[src/rtl/sys_timer_pkg.sv]
`default_nettype none
// ============================================================================
// Module   : sys_timer_pkg
// Purpose  : Register offsets, control/mode bit positions and prescaler
//            reload constants shared by the sys_timer block.
// Revision : 1.0 - initial release
// ============================================================================
package sys_timer_pkg;

    // Global register offsets
    localparam logic [4:0] c_ADDR_CTRL    = 5'h00;
    localparam logic [4:0] c_ADDR_STATUS  = 5'h01;
    localparam logic [4:0] c_ADDR_MASK    = 5'h02;
    localparam logic [4:0] c_ADDR_CH_BASE = 5'h04;

    // Per-channel register offsets inside a 4-byte channel window
    localparam logic [1:0] c_OFF_CNT_LO = 2'd0;
    localparam logic [1:0] c_OFF_CNT_HI = 2'd1;
    localparam logic [1:0] c_OFF_MODE   = 2'd2;

    // CTRL and MODE bit positions
    localparam int c_CTRL_IRQ_EN      = 0;
    localparam int c_CTRL_PRESC_LONG  = 1;
    localparam int c_MODE_RUN         = 0;
    localparam int c_MODE_AUTO_RELOAD = 1;

    // Prescaler reload values (short and long period)
    localparam logic [15:0] c_PRESC_SHORT = 16'h00FF;
    localparam logic [15:0] c_PRESC_LONG  = 16'h3FFF;

    // Absolute address of register 'off' in channel 'n'
    function automatic logic [4:0] ch_reg_addr(input int n, input logic [1:0] off);
        return 5'(int'(c_ADDR_CH_BASE) + 4 * n + int'(off));
    endfunction

endpackage
`default_nettype wire

[src/rtl/sys_timer_ch.sv]
`default_nettype none
// ============================================================================
// Module   : sys_timer_ch
// Purpose  : One down-counter channel: reload register, run/auto-reload mode
//            and expiry detection, advanced by the shared prescaler tick.
//            Optional macro SYS_TIMER_LEGACY_ZERO_EN: committing a zero
//            reload raises an immediate expiry instead of staying silent.
// Revision : 1.0 - initial release
// ============================================================================
module sys_timer_ch
    import sys_timer_pkg::*;
#(
    parameter int CNT_W = 8
) (
    input  logic       clk,
    input  logic       rst,
    input  logic       i_tick,
    input  logic       i_wr_lo,
    input  logic       i_wr_hi,
    input  logic       i_wr_mode,
    input  logic [7:0] i_din,
    output logic [7:0] o_lo_byte,
    output logic [7:0] o_hi_byte,
    output logic [1:0] o_mode,
    output logic       o_expire
);

    logic [CNT_W-1:0] r_count;
    logic [CNT_W-1:0] r_reload;
    logic             r_run;
    logic             r_auto;

    logic             w_commit;
    logic [CNT_W-1:0] w_commit_val;
    logic             w_dec;
    logic             w_last;

    // Width-dependent commit point: 8-bit channels load on the LO byte,
    // 16-bit channels wait for the HI byte and use the stored LO byte.
    if (CNT_W == 16) begin : g_w16
        assign w_commit     = i_wr_hi;
        assign w_commit_val = {i_din, r_reload[7:0]};
        assign o_hi_byte    = r_count[15:8];
    end else begin : g_w8
        logic w_unused_hi;
        assign w_unused_hi  = i_wr_hi;
        assign w_commit     = i_wr_lo;
        assign w_commit_val = i_din;
        assign o_hi_byte    = 8'h00;
    end

    assign w_dec     = i_tick & r_run & (r_count != '0);
    assign w_last    = (r_count == CNT_W'(1));
    assign o_lo_byte = r_count[7:0];
    assign o_mode    = {r_auto, r_run};

`ifdef SYS_TIMER_LEGACY_ZERO_EN
    assign o_expire = (w_dec & w_last & ~w_commit) | (w_commit & (w_commit_val == '0));
`else
    assign o_expire = w_dec & w_last & ~w_commit;
`endif

    // Counter, reload and mode state; a commit overrides a coincident tick
    always_ff @(posedge clk) begin
        if (rst) begin
            r_count  <= '0;
            r_reload <= '0;
            r_run    <= 1'b0;
            r_auto   <= 1'b0;
        end else begin
            if (i_wr_mode) begin
                r_run  <= i_din[c_MODE_RUN];
                r_auto <= i_din[c_MODE_AUTO_RELOAD];
            end
            if (w_commit) begin
                r_reload <= w_commit_val;
                r_count  <= w_commit_val;
                r_run    <= (w_commit_val != '0);
            end else begin
                if (i_wr_lo) begin
                    r_reload[7:0] <= i_din;
                end
                if (w_dec) begin
                    if (w_last) begin
                        if (r_auto) begin
                            r_count <= r_reload;
                        end else begin
                            r_count <= '0;
                            r_run   <= 1'b0;
                        end
                    end else begin
                        r_count <= r_count - 1'b1;
                    end
                end
            end
        end
    end

endmodule
`default_nettype wire

[src/rtl/sys_timer.sv]
`default_nettype none
// ============================================================================
// Module   : sys_timer
// Purpose  : Multi-channel system timer with shared prescaler, pending /
//            mask registers, level interrupt and byte-wide register port.
//            Optional macro SYS_TIMER_LEGACY_ZERO_EN (see sys_timer_ch).
// Revision : 1.0 - initial release
// ============================================================================
module sys_timer
    import sys_timer_pkg::*;
#(
    parameter int NUM_CH  = 2,
    parameter int CNT_W   = 8,
    parameter int PRESC_W = 14
) (
    input  logic       clk,
    input  logic       reset,
    input  logic       ce,
    input  logic       cs,
    input  logic       we,
    input  logic [4:0] addr,
    input  logic [7:0] din,
    output logic [7:0] dout,
    output logic       irq
);

    logic               r_irq_en;
    logic               r_presc_long;
    logic [NUM_CH-1:0]  r_pending;
    logic [NUM_CH-1:0]  r_mask;
    logic [PRESC_W-1:0] r_presc;
    logic [7:0]         r_dout;
    logic               r_irq;

    logic               w_wr;
    logic               w_tick;
    logic [PRESC_W-1:0] w_presc_reload;
    logic [NUM_CH-1:0]  w_expire;
    logic [NUM_CH-1:0]  w_clr;
    logic [7:0]         w_lo_byte [NUM_CH];
    logic [7:0]         w_hi_byte [NUM_CH];
    logic [1:0]         w_mode    [NUM_CH];
    logic [7:0]         w_rdata;

    assign w_wr           = cs & we;
    assign w_tick         = ce & (r_presc == '0);
    assign w_presc_reload = r_presc_long ? PRESC_W'(c_PRESC_LONG) : PRESC_W'(c_PRESC_SHORT);
    assign w_clr          = (w_wr && addr == c_ADDR_STATUS) ? din[NUM_CH-1:0] : '0;

    for (genvar n = 0; n < NUM_CH; n++) begin : g_ch
        sys_timer_ch #(
            .CNT_W (CNT_W)
        ) u_ch (
            .clk       (clk),
            .rst       (reset),
            .i_tick    (w_tick),
            .i_wr_lo   (w_wr && addr == ch_reg_addr(n, c_OFF_CNT_LO)),
            .i_wr_hi   (w_wr && addr == ch_reg_addr(n, c_OFF_CNT_HI)),
            .i_wr_mode (w_wr && addr == ch_reg_addr(n, c_OFF_MODE)),
            .i_din     (din),
            .o_lo_byte (w_lo_byte[n]),
            .o_hi_byte (w_hi_byte[n]),
            .o_mode    (w_mode[n]),
            .o_expire  (w_expire[n])
        );
    end

    // Shared prescaler: counts down on ce, ticks and reloads at zero
    always_ff @(posedge clk) begin
        if (reset) begin
            r_presc <= '0;
        end else if (ce) begin
            r_presc <= w_tick ? w_presc_reload : r_presc - 1'b1;
        end
    end

    // CTRL/MASK registers and pending bits; a new expiry beats a clear
    always_ff @(posedge clk) begin
        if (reset) begin
            r_irq_en     <= 1'b0;
            r_presc_long <= 1'b0;
            r_mask       <= '0;
            r_pending    <= '0;
        end else begin
            if (w_wr && addr == c_ADDR_CTRL) begin
                r_irq_en     <= din[c_CTRL_IRQ_EN];
                r_presc_long <= din[c_CTRL_PRESC_LONG];
            end
            if (w_wr && addr == c_ADDR_MASK) begin
                r_mask <= din[NUM_CH-1:0];
            end
            r_pending <= (r_pending & ~w_clr) | w_expire;
        end
    end

    // Registered interrupt level
    always_ff @(posedge clk) begin
        if (reset) begin
            r_irq <= 1'b0;
        end else begin
            r_irq <= r_irq_en & (|(r_pending & r_mask));
        end
    end

    // Read-data mux; anything not decoded reads as 0xFF
    always_comb begin
        w_rdata = 8'hFF;
        case (addr)
            c_ADDR_CTRL:   w_rdata = {6'b0, r_presc_long, r_irq_en};
            c_ADDR_STATUS: w_rdata = 8'(r_pending);
            c_ADDR_MASK:   w_rdata = 8'(r_mask);
            default:       w_rdata = 8'hFF;
        endcase
        for (int n = 0; n < NUM_CH; n++) begin
            if (addr == ch_reg_addr(n, c_OFF_CNT_LO)) w_rdata = w_lo_byte[n];
            if (addr == ch_reg_addr(n, c_OFF_CNT_HI)) w_rdata = w_hi_byte[n];
            if (addr == ch_reg_addr(n, c_OFF_MODE))   w_rdata = {6'b0, w_mode[n]};
        end
    end

    // Read data register: captures on a read, otherwise holds
    always_ff @(posedge clk) begin
        if (reset) begin
            r_dout <= 8'h00;
        end else if (cs && !we) begin
            r_dout <= w_rdata;
        end
    end

    assign dout = r_dout;
    assign irq  = r_irq;

endmodule
`default_nettype wire

[config.mk]
export PLATFORM = sky130hd
export DESIGN_NAME = sys_timer
export DESIGN_NICKNAME = d
export VERILOG_FILES = /design/src/rtl/sys_timer_pkg.sv /design/src/rtl/sys_timer_ch.sv /design/src/rtl/sys_timer.sv
export SDC_FILE = /design/constraint.sdc
export NUM_CORES = 1
export LEC_CHECK = 0
export CAP_MARGIN = 20
export CORE_MARGIN = 5
export CORE_UTILIZATION = 40
export DETAILED_ROUTE_END_ITERATION = 12
export PLACE_DENSITY = 0.59
export SKIP_LAST_GASP = 1
export SLEW_MARGIN = 10
export SYNTH_ARGS = -nofsm -noshare
export SYNTH_HDL_FRONTEND = slang
export SYNTH_SLANG_ARGS = --single-unit
export TNS_END_PERCENT = 30
[constraint.sdc]
create_clock -name clk -period 2.7 [get_ports clk]
set_input_delay 0.81 -clock clk [delete_from_list [all_inputs] [get_ports clk]]
set_output_delay 0.81 -clock clk [all_outputs]
set_load 0.02 [all_outputs]
==> flow_summary.ini, run 1 <==
[grt]
grt_pass1_vias = 3897
grt_pass1_wl_mm = 19.79
grt_usage = 0.2121
grt_max_degree = 27
grt_antenna_before_repair = 0
grt-ovfl-total = 0

[cts]
root_buffer = clkbuf_8
hold_buffers = 0
postCtsResizedCells = 0
postCtsSetupRepairBufs = 0
clk_path_buf_depth = 2
clkTransAtPathRegs_ns = 0.07
h-tree-depth = 3
clock_latency_ns = 0.34
cts_tree = built
cts_num_sinks = 65
numCtsBuffers = 9

[detailed_routing]
first_pass_iters = 5
routed_wl_mm = 12.28
vias = 4066
drc = 0
drt_iter0_markers = 338
post_drt_wl_per_cell_um = 17.98
drtAntennaViolNets = 0
via_per_inst = 5.953

[logic_synthesis]
ys_async_sr_fraction = 0
synth_fp_nets = 524
ys_ff_latch = 65
ys.flop_type = dfxtp_1
synth_fa_ha_area_frac = 0.01891
netlist-cell-type-count = 60
yosys.area_share.simple = 0.2783
synth_seq_area_share = 0.3278
synth_xor_area_frac = 0.01986
synth_edf_count = 0
synth_compound_area_frac = 0.2575
synth_area_um2 = 3970
muxShareOfSynthArea = 0.04570
avgSynthCellArea_um2 = 7.940
synth_top_family_by_area = simple AND/OR/NAND/NOR gates
yosysWarnings = 0
syn_inst = 500

[final_layout]
layout_commonest_cell = dfxtp_1
final_area_um2 = 4818
area_growth_pct = 21.37
final_layout_size_suffix_gt1_frac = 0.1745
nets = 569
most-common-layout-cells = dfxtp_1 (65), nand2_1 (64), buf_4 (48)
antenna_cells = 0

[critical_path]
worst-setup-path-type = in2reg
crit_required_ns = 2.97
crit_buf_inv = 2
cp_top_family = buffers and inverters
worstPathCellList = clkdlybuf4s50_1, nand4bb_1, or4_4, buf_4, o311a_1, a211oi_2
slowest_stage = or4_4
end_kind = flip-flop
critPathLaunchType = primary input
path_max_fanout = 8
slowest_delay_ns = 0.52
cp.arrival_ns = 2.71

[placement]
place_ws_ns = -0.07820
placed_area_um2 = 4623
io_buffers = 26
dp.final_hpwl_mm = 9.056
gp_congestion = 0.9217

[die]
die-area_um2 = 12020
chipHeight_um = 109.6
rows = 36
die_x_um = 109.6
io_pins = 27
core_area_um2 = 9729
initial_utilization = 0.4081

[timing]
slew_headroom = 0.6187
hold_violations = 0
fmax_mhz = 409.3
fin_tns_setup_ns = 0
fin_crit_ns = 2.443
rsz0062_at_grt = no
worst_slew_pin_slew_ns = 0.5699
finalWorstSetupSlack_ns = 0.2571
fin_crit_sh = 0.9048
finalSetupViolCount = 0
clock_skew_ns = 0.007072
slew_viol_final = 0

[hold_path]
hold_class = reg2reg

[pwr]
ir_worst_vdd_v = 0.0004865
p_leak_nw = 1.748
cellPowerDensity_nw_per_um2 = 558.8

[job]
maxCapViolCount = 0

[status]
status = finished clean
-- layer usage --
| layer | global-route usage | up-vias | wire [µm] |
|---|---|---|---|
| li1 | - | 1976 | - |
| met1 | 0.2754 | 1947 | 5533 |
| met5 | 0 | - | 0 |
| met4 | 0.06411 | 0 | 194 |
| met3 | 0.04345 | 18 | 723 |
| met2 | 0.3540 | 125 | 5825 |
-- registers in the layout, summed over array words and instances (netlist names), 2 cells and up --
register / count
g_ch.u_ch.o_lo_byte: 16
g_ch.u_ch.r_reload: 16
r_presc: 14
dout: 8
g_ch.u_ch.r_auto: 2
g_ch.u_ch.r_run: 2
r_mask: 2
r_pending: 2
-- worst paths after layout --
kind	end	slack, ns	from	cells past startpoint
max reg2reg	g_ch[0].u_ch.o_lo_byte[3]$_SDFFE_PP0P_	0.30	g_ch[0].u_ch.o_lo_byte[0]$_SDFFE_PP0P_	5
max	g_ch[0].u_ch.o_lo_byte[7]$_SDFFE_PP0P_	0.26	ce	6
min reg2reg	g_ch[0].u_ch.r_reload[4]$_SDFFE_PP0P_	0.45	g_ch[0].u_ch.r_reload[4]$_SDFFE_PP0P_	2
min	g_ch[0].u_ch.r_reload[4]$_SDFFE_PP0P_	0.45	g_ch[0].u_ch.r_reload[4]$_SDFFE_PP0P_	2
-- kinds of logic (layout without fill, tap and decap cells) --
kind of cell / count (synthesis) / after routing
AO/OA/AOI/OAI: 146 / 146
XOR/XNOR: 9 / 9
adder cells (fa/ha/maj): 6 / 6
buffers and inverters: 52 / 102
flip-flops: 65 / 65
multiplexers: 17 / 17
AND/OR/NAND/NOR: 205 / 205
-- Yosys cell counts, types with 9 or more instances --
cell | instances | area [µm²]
o21ai_0 | 11 | 55.05
nor3_1 | 14 | 70.07
a31oi_1 | 17 | 106.4
dfxtp_1 | 65 | 1301
nand3_1 | 19 | 95.09
a21oi_1 | 35 | 175.2
nand2_1 | 64 | 240.2
nor2_1 | 25 | 93.84
inv_1 | 10 | 37.54
nor2b_1 | 15 | 93.84
o2111ai_1 | 9 | 78.83
clkbuf_1 | 35 | 131.4
o211ai_1 | 10 | 75.07
mux2_2 | 9 | 101.4
-- power by group --
group | switching [mW] | internal [mW]
Sequential | 0.0875 | 1.04
Clock | 0.405 | 0.424
Combinational | 0.413 | 0.327
Total | 0.906 | 1.79
-- layout make-up --
type / instances / area, µm²
fillers: 979 / 4911
flip-flops and latches: 65 / 1301
inverters: 10 / 37.54
repair buffers: 76 / 655.6
clock buffers: 9 / 123.9
multi-input cells: 383 / 2462
well taps: 133 / 166.4
clock inverters: 7 / 71.32
-- through the flow --
step	utilization	cells	total power, mW	hold WS, ns
after floorplan	-	500	1.614	0.4274
after global placement	0.4752	667	1.855	0.4349
after detailed placement	0.4752	667	1.869	0.4412
after CTS	0.4952	683	2.705	0.4550
after global routing	0.4952	683	2.833	0.4793
final	0.4952	683	2.692	0.4505
-- worst reg2reg max path: stages (launching register included) --
cell	delay, ns
dfxtp_1	0.53
ha_1	0.27
or3b_2	0.48
nor2_1	0.46
mux2_2	0.40
o221ai_1	0.17
No activity file was read; power rests on OpenSTA's default activity.
==> inputs of run 2 (changes only) <==
--- a/config.mk
+++ b/config.mk
@@ -7,9 +7,9 @@
 export LEC_CHECK = 0
 export CAP_MARGIN = 20
 export CORE_MARGIN = 5
-export CORE_UTILIZATION = 40
+export CORE_UTILIZATION = 59
 export DETAILED_ROUTE_END_ITERATION = 12
-export PLACE_DENSITY = 0.59
+export PLACE_DENSITY = 0.81
 export SKIP_LAST_GASP = 1
 export SLEW_MARGIN = 10
 export SYNTH_ARGS = -nofsm -noshare
==> run 2 against run 1 <==
Utilization rose by 23 points. First-iteration DRC count up 33%. Hold slack improved by 0.0015 ns. Global-route usage grew 5.8 points. Power shrank 1.1%. Worst setup slack gained 0.014 ns. Clock-buffer cell count is 2 higher. Clock skew is 0.0015 ns higher. Combinational power about the same. Maximum frequency rose by 0.58%. Final cell count is 9.1% lower.
==> flow_summary.ini, run 2 (synthesis gave the netlist of run 1 again) <==
[status]
status = finished clean

[cts]
root_buffer = clkbuf_8
hold_buffers = 0
postCtsSetupRepairBufs = 0
cts_tree = built
clk_path_buf_depth = 2
clkTransAtPathRegs_ns = 0.07
clock_latency_ns = 0.34
cts_num_sinks = 65
h-tree-depth = 3
postCtsResizedCells = 0
numCtsBuffers = 9

[hold_path]
hold_path_depth = 1
min_to = dout[5]$_SDFFE_PP0P_
min-delay-start = dout[5]$_SDFFE_PP0P_
hold_class = reg2reg

[die]
chipHeight_um = 92.03
initial_utilization = 0.6147
io_pins = 27
rows = 29
core_area_um2 = 6459
die_x_um = 92.03
die-area_um2 = 8470

[timing]
worst_slew_pin_slew_ns = 0.6564
fmax_mhz = 411.7
fin_crit_sh = 0.8996
clock_skew_ns = 0.008536
hold_slack_ns = 0.4520
finalSetupViolCount = 0
slew_viol_final = 0
fin_crit_ns = 2.429
slew_headroom = 0.5615
rsz0062_at_grt = no
hold_violations = 0
finalWorstSetupSlack_ns = 0.2711

[critical_path]
crit_required_ns = 2.93
reg2regPathDepth = 5
end_kind = flip-flop
critPathLaunch = ce
cp_top_family = simple AND/OR/NAND/NOR gates
critPathLaunchType = primary input
crit-reg2reg-launch = g_ch[0].u_ch.o_lo_byte[0]$_SDFFE_PP0P_
slowest_stage = or4_4
cp.arrival_ns = 2.66
rr_endpoint = g_ch[0].u_ch.o_lo_byte[3]$_SDFFE_PP0P_
crit_buf_inv = 1
worst-setup-path-type = in2reg
path_max_fanout = 3
worstPathCellList = clkdlybuf4s50_1, nand4bb_1, or4_4, or4_1, a31o_1
slowest_delay_ns = 0.52
r2r_setup_slack_ns = 0.39

[job]
maxCapViolCount = 0

[final_layout]
final_area_um2 = 4688
layout_commonest_cell = dfxtp_1
final_layout_size_suffix_gt1_frac = 0.1599
antenna_cells = 0
nets = 563
area_growth_pct = 18.09
final_core_util = 0.7259
most-common-layout-cells = dfxtp_1 (65), nand2_1 (64), buf_4 (43)

[placement]
gp_congestion = 0.8852
dp.final_hpwl_mm = 8.201
placed_area_um2 = 4501
io_buffers = 26
place_ws_ns = -0.07039

[detailed_routing]
drc = 0
first_pass_iters = 5
routed_wl_mm = 11.17
post_drt_wl_per_cell_um = 17.98
via_per_inst = 6.699
drt_iter0_markers = 450
drtAntennaViolNets = 0
vias = 4160

[pwr]
cellPowerDensity_nw_per_um2 = 568.2
total_power_mw = 2.664
p_comb_frac = 0.277
seqPwrFrac = 0.421
p_int_mw = 1.797
p_leak_nw = 1.715
clockPowerShare = 0.302
ir_worst_vdd_v = 0.0006879
p_sw_frac = 0.3255
p_switching_mw = 0.8670

[grt]
grt_usage = 0.2697
grt-ovfl-total = 0
grt_pass1_vias = 3919
grt_pass1_wl_mm = 18.74
grt_antenna_before_repair = 0
grt_max_degree = 27
[run 2: cell count changes in the layout (fill, tap and decap cells not counted)]
cell / previous run / this run
buf_12: 2 / 1
buf_2: 1 / 0
buf_4: 48 / 43
clkbuf_1: 0 / 2
clkdlybuf4s50_1: 25 / 26
clkinvlp_4: 3 / 1
[run 2: layout make-up]
class                   count  area (µm²)
multi-input cells         383        2462
fillers                   530        1770
flip-flops and latches     65        1301
repair buffers             70       603.1
clock buffers              11       131.4
well taps                  77       96.34
clock inverters             5       56.30
inverters                  10       37.54
[run 2: per-stage QoR]
| step | cells | setup TNS [ns] |
|---|---|---|
| after floorplan | 500 | 0 |
| after global placement | 605 | -0.06662 |
| after detailed placement | 605 | -0.1059 |
| after CTS | 621 | 0 |
| after global routing | 621 | 0 |
| final | 621 | 0 |
[run 2: routing by layer]
layer	part of all wire	global-route usage	routed length, µm
met5	0	0	0
met1	0.43	0.3606	4820
met2	0.46	0.4331	5189
met4	0.020	0.09282	224
met3	0.083	0.05646	932
[run 2: worst max path at each step]
stage | to | slack (ns) | cells past startpoint
finish | g_ch[1].u_ch.r_run$_SDFF_PP0_ | 0.27 | 5
global route | g_ch[0].u_ch.o_lo_byte[7]$_SDFFE_PP0P_ | 0.21 | 6
CTS | g_ch[1].u_ch.r_run$_SDFF_PP0_ | 0.29 | 5
detailed placement | g_ch[1].u_ch.r_run$_SDFF_PP0_ | -0.07 | 5
global placement | g_ch[1].u_ch.r_run$_SDFF_PP0_ | -0.06 | 5
floorplan | g_ch[0].u_ch.o_lo_byte[1]$_SDFFE_PP0P_ | 0.18 | 6
[run 2: power groups by stage]
stage          Clock (mW)  Sequential, mW  Combinational, mW
6_report            0.805            1.12              0.737
5_1_grt             0.869            1.14              0.812
4_1_cts             0.815            1.12              0.732
3_5_place_dp            0            1.14              0.726
3_3_place_gp            0            1.14              0.707
2_1_floorplan           0            1.13              0.487
